==> config.mk <==
export PLATFORM = sky130hd
export DESIGN_NAME = des_sbox_sequencer
export DESIGN_NICKNAME = d
export VERILOG_FILES = /design/src/rtl/des_sbox_sequencer.sv
export SDC_FILE = /design/constraint.sdc
export NUM_CORES = 1
export LEC_CHECK = 0
export BUFFER_PORTS_ARGS = -buffer_cell sky130_fd_sc_hd__buf_4
export CORE_UTILIZATION = 49
export CTS_BUF_LIST = sky130_fd_sc_hd__clkbuf_4 sky130_fd_sc_hd__clkbuf_8
export CTS_CLUSTER_DIAMETER = 150
export DETAILED_ROUTE_END_ITERATION = 8
export PLACE_DENSITY = 0.76
export SLEW_MARGIN = 20
export SYNTH_ARGS = -nofsm -noshare
export SYNTH_HDL_FRONTEND = slang
export SYNTH_SLANG_ARGS = --single-unit
==> constraint.sdc <==
create_clock -name clk -period 2.2 [get_ports clk]
set_clock_uncertainty 0.2 [all_clocks]
set_input_delay 0.44 -clock clk [delete_from_list [all_inputs] [get_ports clk]]
set_output_delay 0.44 -clock clk [all_outputs]
set_load 0.005 [all_outputs]
==> src/rtl/des_sbox_sequencer.sv <==
// -----------------------------------------------------------------------------
// des_sbox_sequencer
//
// Purpose:
//   Time-multiplexes one shared DES S-box lookup bank (S1..S8, selected by
//   index) across the eight 6-bit chunks of a 48-bit key-mixed round value.
//   Each chunk yields one 4-bit result.  The eight results are packed into the
//   32-bit substitution output that feeds the P-permutation.  One block is in
//   flight at a time.
//
// Parameters:
//   SBOX_LAT   bank read latency: 0 = combinational bank, 1 = registered bank.
//              Any non-zero value is treated as 1.
//
// Ports:
//   clk        rising-edge clock
//   rst_n      asynchronous active-low reset
//   flush      synchronous abort of the block in flight or the pending result
//   in_valid   in_data is valid
//   in_ready   sequencer can accept a block (IDLE and no flush)
//   in_data    48-bit value; [47:42] -> S1 ... [5:0] -> S8
//   out_valid  out_data is valid (DONE state)
//   out_ready  consumer accepts out_data
//   out_data   32-bit result; [31:28] from S1 ... [3:0] from S8
//   sbox_req   lookup issued this cycle
//   sbox_sel   box index 0 = S1 ... 7 = S8 (0 when sbox_req = 0)
//   sbox_in    raw 6-bit chunk (0 when sbox_req = 0)
//   sbox_out   bank result
//   busy       state is not IDLE
//   dbg_state  current FSM state encoding (observation only)
//
// Handshake: a transfer happens on a rising edge where valid and ready are both
// high.  A producer holds valid and data stable until that edge; ready may
// depend on state and flush but never on valid.
// -----------------------------------------------------------------------------
module des_sbox_sequencer #(
    parameter int SBOX_LAT = 0
) (
    input  logic        clk,
    input  logic        rst_n,
    input  logic        flush,
    input  logic        in_valid,
    output logic        in_ready,
    input  logic [47:0] in_data,
    output logic        out_valid,
    input  logic        out_ready,
    output logic [31:0] out_data,
    output logic        sbox_req,
    output logic [2:0]  sbox_sel,
    output logic [5:0]  sbox_in,
    input  logic [3:0]  sbox_out,
    output logic        busy,
    output logic [1:0]  dbg_state
);

    localparam bit LAT_REG = (SBOX_LAT != 0);

    typedef enum logic [1:0] {
        ST_IDLE   = 2'd0,
        ST_LOOKUP = 2'd1,
        ST_DRAIN  = 2'd2,
        ST_DONE   = 2'd3
    } state_t;

    state_t      r_state;
    state_t      w_next;

    logic [2:0]  r_k;          // issue index during LOOKUP
    logic [47:0] r_data;       // latched input block
    logic [31:0] r_out;        // result nibbles, packed S1 in the top nibble
    logic        r_cap_pend;   // registered bank: a result arrives this cycle
    logic [2:0]  r_cap_idx;    // registered bank: index of the arriving result

    logic        w_accept;
    logic        w_out_hs;
    logic        w_issue;
    logic [5:0]  w_chunk;
    logic        w_cap_en;
    logic [2:0]  w_cap_idx;

    assign w_issue  = (r_state == ST_LOOKUP);
    assign w_accept = in_valid && in_ready;
    assign w_out_hs = out_valid && out_ready;

    // Chunk k of the latched block; S1 owns the most significant six bits.
    always_comb begin
        w_chunk = 6'd0;
        for (int j = 0; j < 8; j++) begin
            if (r_k == 3'(j)) begin
                w_chunk = r_data[47 - 6*j -: 6];
            end
        end
    end

    // With a combinational bank the result belongs to the index issued this
    // cycle; with a registered bank it belongs to the index issued one cycle
    // earlier.  flush suppresses any capture on its edge.
    always_comb begin
        if (LAT_REG) begin
            w_cap_en  = r_cap_pend && !flush;
            w_cap_idx = r_cap_idx;
        end else begin
            w_cap_en  = w_issue && !flush;
            w_cap_idx = r_k;
        end
    end

    // Next-state logic; flush overrides every transition.
    always_comb begin
        w_next = r_state;
        case (r_state)
            ST_IDLE: begin
                if (w_accept) begin
                    w_next = ST_LOOKUP;
                end
            end
            ST_LOOKUP: begin
                if (r_k == 3'd7) begin
                    w_next = LAT_REG ? ST_DRAIN : ST_DONE;
                end
            end
            ST_DRAIN: begin
                w_next = ST_DONE;
            end
            ST_DONE: begin
                if (w_out_hs) begin
                    w_next = ST_IDLE;
                end
            end
            default: begin
                w_next = ST_IDLE;
            end
        endcase
        if (flush) begin
            w_next = ST_IDLE;
        end
    end

    always_ff @(posedge clk or negedge rst_n) begin
        if (!rst_n) begin
            r_state <= ST_IDLE;
        end else begin
            r_state <= w_next;
        end
    end

    // Issue index runs 0..7 during LOOKUP and rests at 0 elsewhere, so a new
    // block always starts at S1.
    always_ff @(posedge clk or negedge rst_n) begin
        if (!rst_n) begin
            r_k <= 3'd0;
        end else if (flush || !w_issue) begin
            r_k <= 3'd0;
        end else begin
            r_k <= r_k + 3'd1;
        end
    end

    always_ff @(posedge clk or negedge rst_n) begin
        if (!rst_n) begin
            r_data <= 48'd0;
        end else if (w_accept) begin
            r_data <= in_data;
        end
    end

    always_ff @(posedge clk or negedge rst_n) begin
        if (!rst_n) begin
            r_cap_pend <= 1'b0;
            r_cap_idx  <= 3'd0;
        end else begin
            r_cap_pend <= w_issue && !flush;
            r_cap_idx  <= r_k;
        end
    end

    always_ff @(posedge clk or negedge rst_n) begin
        if (!rst_n) begin
            r_out <= 32'd0;
        end else begin
            for (int j = 0; j < 8; j++) begin
                if (w_cap_en && (w_cap_idx == 3'(j))) begin
                    r_out[31 - 4*j -: 4] <= sbox_out;
                end
            end
        end
    end

    assign in_ready  = (r_state == ST_IDLE) && !flush;
    assign out_valid = (r_state == ST_DONE);
    assign out_data  = r_out;
    assign sbox_req  = w_issue;
    assign sbox_sel  = w_issue ? r_k : 3'd0;
    assign sbox_in   = w_issue ? w_chunk : 6'd0;
    assign busy      = (r_state != ST_IDLE);
    assign dbg_state = r_state;

endmodule

==> results of run 1 <==
==> power groups by stage <==
| stage | clock [mW] | combinational, mW | sequential [mW] |
|---|---|---|---|
| global placement | 0 | 1.59 | 2.49 |
| detailed placement | 0 | 1.64 | 2.52 |
| finish | 1.03 | 1.69 | 2.49 |
| floorplan | 0 | 1.03 | 2.38 |
| CTS | 1.05 | 1.65 | 2.49 |
| global route | 1.11 | 1.86 | 2.55 |
==> layout by cell type (no fill, tap or decap), types with 3 or more instances in the layout <==
cell type and count:
dfrtp_1 84, o211ai_1 6, clkbuf_8 12, and3_1 3, mux2_2 77, nor2_1 11
and2_1 4, a211oi_1 6, o21ai_1 6, a21oi_1 12, inv_1 11, mux2_1 3
o21ai_0 6, a221o_1 6, buf_12 3, nor2b_1 8, nand3_1 3, a31oi_1 12
buf_4 123, nand2_1 14, ha_1 4, ha_2 3
==> cell type report <==
class,instances,area share [%]
repair buffers,128,19.5
multi-input cells,193,32.0
inverters,14,1.09
clock inverters,3,0.389
well taps,102,2.48
flip-flops and latches,85,41.3
clock buffers,12,3.21
==> layer usage <==
metal | up-vias | global-route usage, % | share of wire, %
met5 | - | 0 | 0
met4 | 0 | 9.26 | 1.6
met3 | 11 | 3.52 | 5.7
met2 | 106 | 35.4 | 48
met1 | 1423 | 32.1 | 45
li1 | 1344 | - | -
==> worst paths after layout <==
check	end	slack, ns
min in group asynchronous	out_data[20]	0.33
worst max register to register	dbg_state[1]	0.07
max in group asynchronous	r_data[6]	0.89
worst max-delay path	sbox_in[3]	-0.53
worst min-delay path	dbg_state[1]	0.08
worst min register to register	out_data[15]	0.31
==> cell families after synthesis <==
kind of cell | share of synthesized area [%]
flops | 54.4
fa+ha+maj | 2.88
buf+inv | 4.42
compound gates | 9.09
mux | 23.3
simple gates | 5.89
==> state kept, by name, indices dropped and copies added, names as in the netlist <==
name and flops:
r_k 3, out_data 32, dbg_state 2, r_data 48
==> stage by stage <==
step           setup WS, ns  instance area [um2]
2_1_floorplan       0.00214                 3940
3_3_place_gp         -0.131                 4890
3_5_place_dp         -0.174                 4890
5_1_grt              -0.615                 5150
4_1_cts              -0.519                 5090
6_report             -0.534                 5150
==> timing repair <==
action | in CTS | in global routing
endpoints found under the setup margin | 6 | 11
buffers inserted | 1 | 5
endpoints found under the hold margin | 24 | 0
hold buffers | 1 | 0
pin swaps | 0 | 8
gates resized for setup | 7 | 7
cloned | 0 | 0
==> impl_metrics.env, run 1 <==
export IMPL_synth_edff_count=0
export IMPL_r2r_start="r_k[1]"
export IMPL_p_per_area_nw_per_um2=1010
export IMPL_max_stage_delay_ns=0.45
export IMPL_antenna_found_initial=0
export IMPL_tightest_slew_ns=0.331
export IMPL_swShare_pct=29.8
export IMPL_vias=2884
export IMPL_grt_usage_pct=22.8
export IMPL_relSlewSlack_pct=77.9
export IMPL_io_pins=104
export IMPL_drive_above_1_share_pct=53.1
export IMPL_dpl_cell_count=515
export IMPL_p_sw_mw=1.56
export IMPL_syn_cell_area_um2=3910
export IMPL_clkSinkCount=85
export IMPL_fin_cells=537
export IMPL_die_area_um2=8340
export IMPL_cts_root_buf="clkbuf_8"
export IMPL_cts_tree="yes"
export IMPL_max_freq_mhz=366
export IMPL_ant_nets=0
export IMPL_gp_congestion=0.830
export IMPL_grt_pass1_wl_um=14600
export IMPL_seq_power_share_pct=47.8
export IMPL_combinationalPowerShare_pct=32.4
export IMPL_cts_buffers=9
export IMPL_synth_ff_type="dfrtp_1"
export IMPL_clk_latency_ns=0.35
export IMPL_endpoint_kind="output port"
export IMPL_crit_family="compound AO/OA/AOI/OAI gates"
export IMPL_worstSetupPathDepth=7
export IMPL_fin_ws_ns=-0.534
export IMPL_violations="setup timing"
export IMPL_tns_ns=-3.11
export IMPL_yosysSeqAreaShare_pct=54.4
export IMPL_async_reset_ff_share_pct=100
export IMPL_die_x_um=91.3
export IMPL_fillers=586
export IMPL_period_share_pct=124
export IMPL_synthDistinctLibCells=30
export IMPL_core_um2=7730
export IMPL_worstHoldPathCells=2
export IMPL_initial_utilization_pct=50.6
export IMPL_syn_to_final_growth_pct=31.8
export IMPL_cp_cell_sequence="ha_4, ha_4, or2_4, a221o_1, o211ai_1, a31oi_1, buf_4"
export IMPL_die_h_um=91.3
export IMPL_synth_common_cells="dfrtp_1 (85), mux2_2 (77), nand2_1 (15)"
export IMPL_cp_start_kind="flop"
export IMPL_routed_via_density=5.37
export IMPL_leakagePower_nw=2.48
export IMPL_grt_max_degree=49
export IMPL_synth_area_leaders="dfrtp_1 (54%), mux2_2 (22%), ha_1 (2.9%)"
export IMPL_total_power_mw=5.21
export IMPL_nNetsFinal=497
export IMPL_synth_most_common_cell="dfrtp_1"
export IMPL_reg2regPathDepth=9
export IMPL_clk_pin_slew_ns=0.08
export IMPL_hp_class="in2reg"
export IMPL_drt_wl_total_um=8920
export IMPL_worstSetupPathType="reg2out"
export IMPL_startpoint="r_k[0]"
export IMPL_final_hold_viol_count=0
export IMPL_grt_pass1_vias=2893
export IMPL_synth_top_area_share_pct=54.4
export IMPL_crit_arrival_ns=2.09
export IMPL_multi_input_area_um2=1650
export IMPL_yosys_warnings=0
export IMPL_htree_levels=3
export IMPL_worstPathRequired_ns=1.56
export IMPL_grt_overflow=0
export IMPL_internal_power_mw=3.66
export IMPL_synth_fp_nets=379
export IMPL_outcome="complete, but fails checks"
export IMPL_antennaDiodeCount=0
export IMPL_power_frac_clock_pct=19.7
export IMPL_whs_ns=0.0829
export IMPL_cpMaxStageDelayCell="dfrtp_2"
export IMPL_synth_seq_cells=85
export IMPL_hpwl_um=6690
export IMPL_row_count=32
export IMPL_syn_instance_count=313
export IMPL_first_pass_iters=6
export IMPL_wl_per_cell_um=16.6
export IMPL_post_route_util_pct=66.7
export IMPL_drcViolationCount=0
export IMPL_drtIter0Drc=230
export IMPL_min_from="flush"
export IMPL_synth_area_per_cell_um2=12.5
export IMPL_min_period_ns=2.73
export IMPL_synth_top_cell_by_area="dfrtp_1"
export IMPL_critPathMaxFanout=6
export IMPL_numPortBuffers=103
export IMPL_finalSetupViolations=6
export IMPL_maxCapViolations=0
export IMPL_rsz0062_at_grt="true"
export IMPL_cpMostUsedCell="ha_4"
export IMPL_report_final_slew_viol_count=0
export IMPL_peakVddDrop_mv=0.635
export IMPL_max_clock_path_buffers=2
export IMPL_crit_buf_inv=1
export IMPL_register_area_um2=2130
Note: power is estimated with default switching activity, not from simulation.
==> run 2, diff against run 1 <==
--- a/config.mk
+++ b/config.mk
@@ -6,11 +6,13 @@
 export NUM_CORES = 1
 export LEC_CHECK = 0
 export BUFFER_PORTS_ARGS = -buffer_cell sky130_fd_sc_hd__buf_4
+export CORE_MARGIN = 2
 export CORE_UTILIZATION = 49
 export CTS_BUF_LIST = sky130_fd_sc_hd__clkbuf_4 sky130_fd_sc_hd__clkbuf_8
 export CTS_CLUSTER_DIAMETER = 150
 export DETAILED_ROUTE_END_ITERATION = 8
 export PLACE_DENSITY = 0.76
+export SKIP_CTS_REPAIR_TIMING = 1
 export SLEW_MARGIN = 20
 export SYNTH_ARGS = -nofsm -noshare
 export SYNTH_HDL_FRONTEND = slang
==> impl_metrics.env, run 2 (synthesis results as in run 1) <==
export IMPL_outcome="complete, but fails checks"
export IMPL_violations="setup timing"
export IMPL_row_count=32
export IMPL_cpMaxStageDelayCell="dfrtp_1"
export IMPL_die_h_um=93.3
export IMPL_rsz0062_at_grt="true"
export IMPL_grt_max_degree=49
export IMPL_max_freq_mhz=365
export IMPL_max_clock_path_buffers=2
export IMPL_cp_cell_sequence="ha_2, ha_4, or2_4, a221o_1, o211ai_1, a31oi_1, buf_4"
export IMPL_ant_nets=0
export IMPL_gp_congestion=0.916
export IMPL_htree_levels=3
export IMPL_vias=2913
export IMPL_stdcell_area_um2=5180
export IMPL_die_area_um2=8710
export IMPL_worstSetupPathType="reg2out"
export IMPL_wl_per_cell_um=17.4
export IMPL_io_pins=104
export IMPL_nNetsFinal=495
export IMPL_relSlewSlack_pct=71.8
export IMPL_largest_reg_flops=48
export IMPL_grt_pass1_wl_um=15100
export IMPL_hp_class="in2reg"
export IMPL_fillers=576
export IMPL_dpl_cell_count=515
export IMPL_cp_start_kind="flop"
export IMPL_clk_latency_ns=0.35
export IMPL_fin_ws_ns=-0.537
export IMPL_grt_pass1_vias=2960
export IMPL_report_final_slew_viol_count=0
export IMPL_place_area_um2=4890
export IMPL_crit_family="compound AO/OA/AOI/OAI gates"
export IMPL_grt_usage_pct=23.0
export IMPL_leakagePower_nw=2.49
export IMPL_antennaDiodeCount=0
export IMPL_die_x_um=93.3
export IMPL_core_um2=7730
export IMPL_finalSetupViolations=6
export IMPL_endpoint_kind="output port"
export IMPL_tightest_slew_ns=0.424
export IMPL_final_cell_mix="buf_4 (121), dfrtp_1 (85), mux2_2 (77), nand2_1 (14)"
export IMPL_grt_overflow=0
export IMPL_critPathMaxFanout=6
export IMPL_antenna_found_initial=0
export IMPL_syn_to_final_growth_pct=32.5
export IMPL_register_area_um2=2130
export IMPL_crit_arrival_ns=2.10
export IMPL_max_stage_delay_ns=0.42
export IMPL_cts_tree="yes"
export IMPL_fin_cells=536
export IMPL_multi_input_area_um2=1650
export IMPL_min_period_ns=2.74
export IMPL_crit_buf_inv=1
export IMPL_period_share_pct=124
export IMPL_maxCapViolations=0
export IMPL_worstPathRequired_ns=1.56
export IMPL_drive_above_1_share_pct=52.8
export IMPL_drt_wl_total_um=9310
export IMPL_cts_root_buf="clkbuf_8"
export IMPL_drtIter0Drc=152
export IMPL_cts_buffers=9
export IMPL_initial_utilization_pct=50.6
export IMPL_final_hold_viol_count=0
export IMPL_first_pass_iters=6
export IMPL_peakVddDrop_mv=0.549
export IMPL_p_per_area_nw_per_um2=1050
export IMPL_final_common_cell="buf_4"
export IMPL_drcViolationCount=0
export IMPL_clk_pin_slew_ns=0.08
export IMPL_routed_via_density=5.43
export IMPL_clkSinkCount=85
export IMPL_preCtsSetupSlack_ns=-0.179
export IMPL_top_register="r_data"
export IMPL_hpwl_um=6840
export IMPL_numPortBuffers=103
run 2: area by class of cell:
cell class                      count  share of cell area, %
Sequential cell                    85                   41.1
Multi-Input combinational cell    193                   31.9
Timing Repair Buffer              126                   19.1
Clock buffer                       11                   2.68
Tap cell                          102                   2.46
Clock inverter                      5                   1.62
Inverter                           14                   1.09
run 2: metrics by stage:
| stage | hold WS (ns) | utilization (%) | power (mW) | TNS, ns |
|---|---|---|---|---|
| floorplan | -0.0556 | - | 3.41 | 0 |
| global placement | 0.207 | 63.2 | 4.09 | -0.614 |
| detailed placement | 0.205 | 63.2 | 4.16 | -0.874 |
| CTS | -0.186 | 66.1 | 5.41 | -3.27 |
| global route | 0.0706 | 67.0 | 5.77 | -3.64 |
| finish | 0.0716 | 67.0 | 5.45 | -3.11 |
run 2: per-layer routing:
layer	vias up	global-route usage [%]	wire [um]
met3	16	5.72	603
met2	109	35.5	4460
li1	1346	-	-
met5	-	0	0
met1	1442	32.0	4080
met4	0	7.60	168
run 2: final timing paths:
check	from	to	slack, ns	cells past startpoint
max	r_k[1]	sbox_in[2]	-0.54	7
min	flush	dbg_state[1]	0.07	2
max reg2reg	r_k[2]	dbg_state[0]	0.13	7
min reg2reg	out_data[26]	out_data[26]	0.29	1
max in group asynchronous	rst_n	r_data[38]	0.89	3
min in group asynchronous	rst_n	out_data[12]	0.35	2
run 2: report_power, final:
| group | switching (mW) | leakage, nW | internal, mW |
|---|---|---|---|
| logic | 0.679 | 1.32 | 1.04 |
| clock network | 0.574 | 0.107 | 0.669 |
| registers | 0.358 | 1.06 | 2.13 |
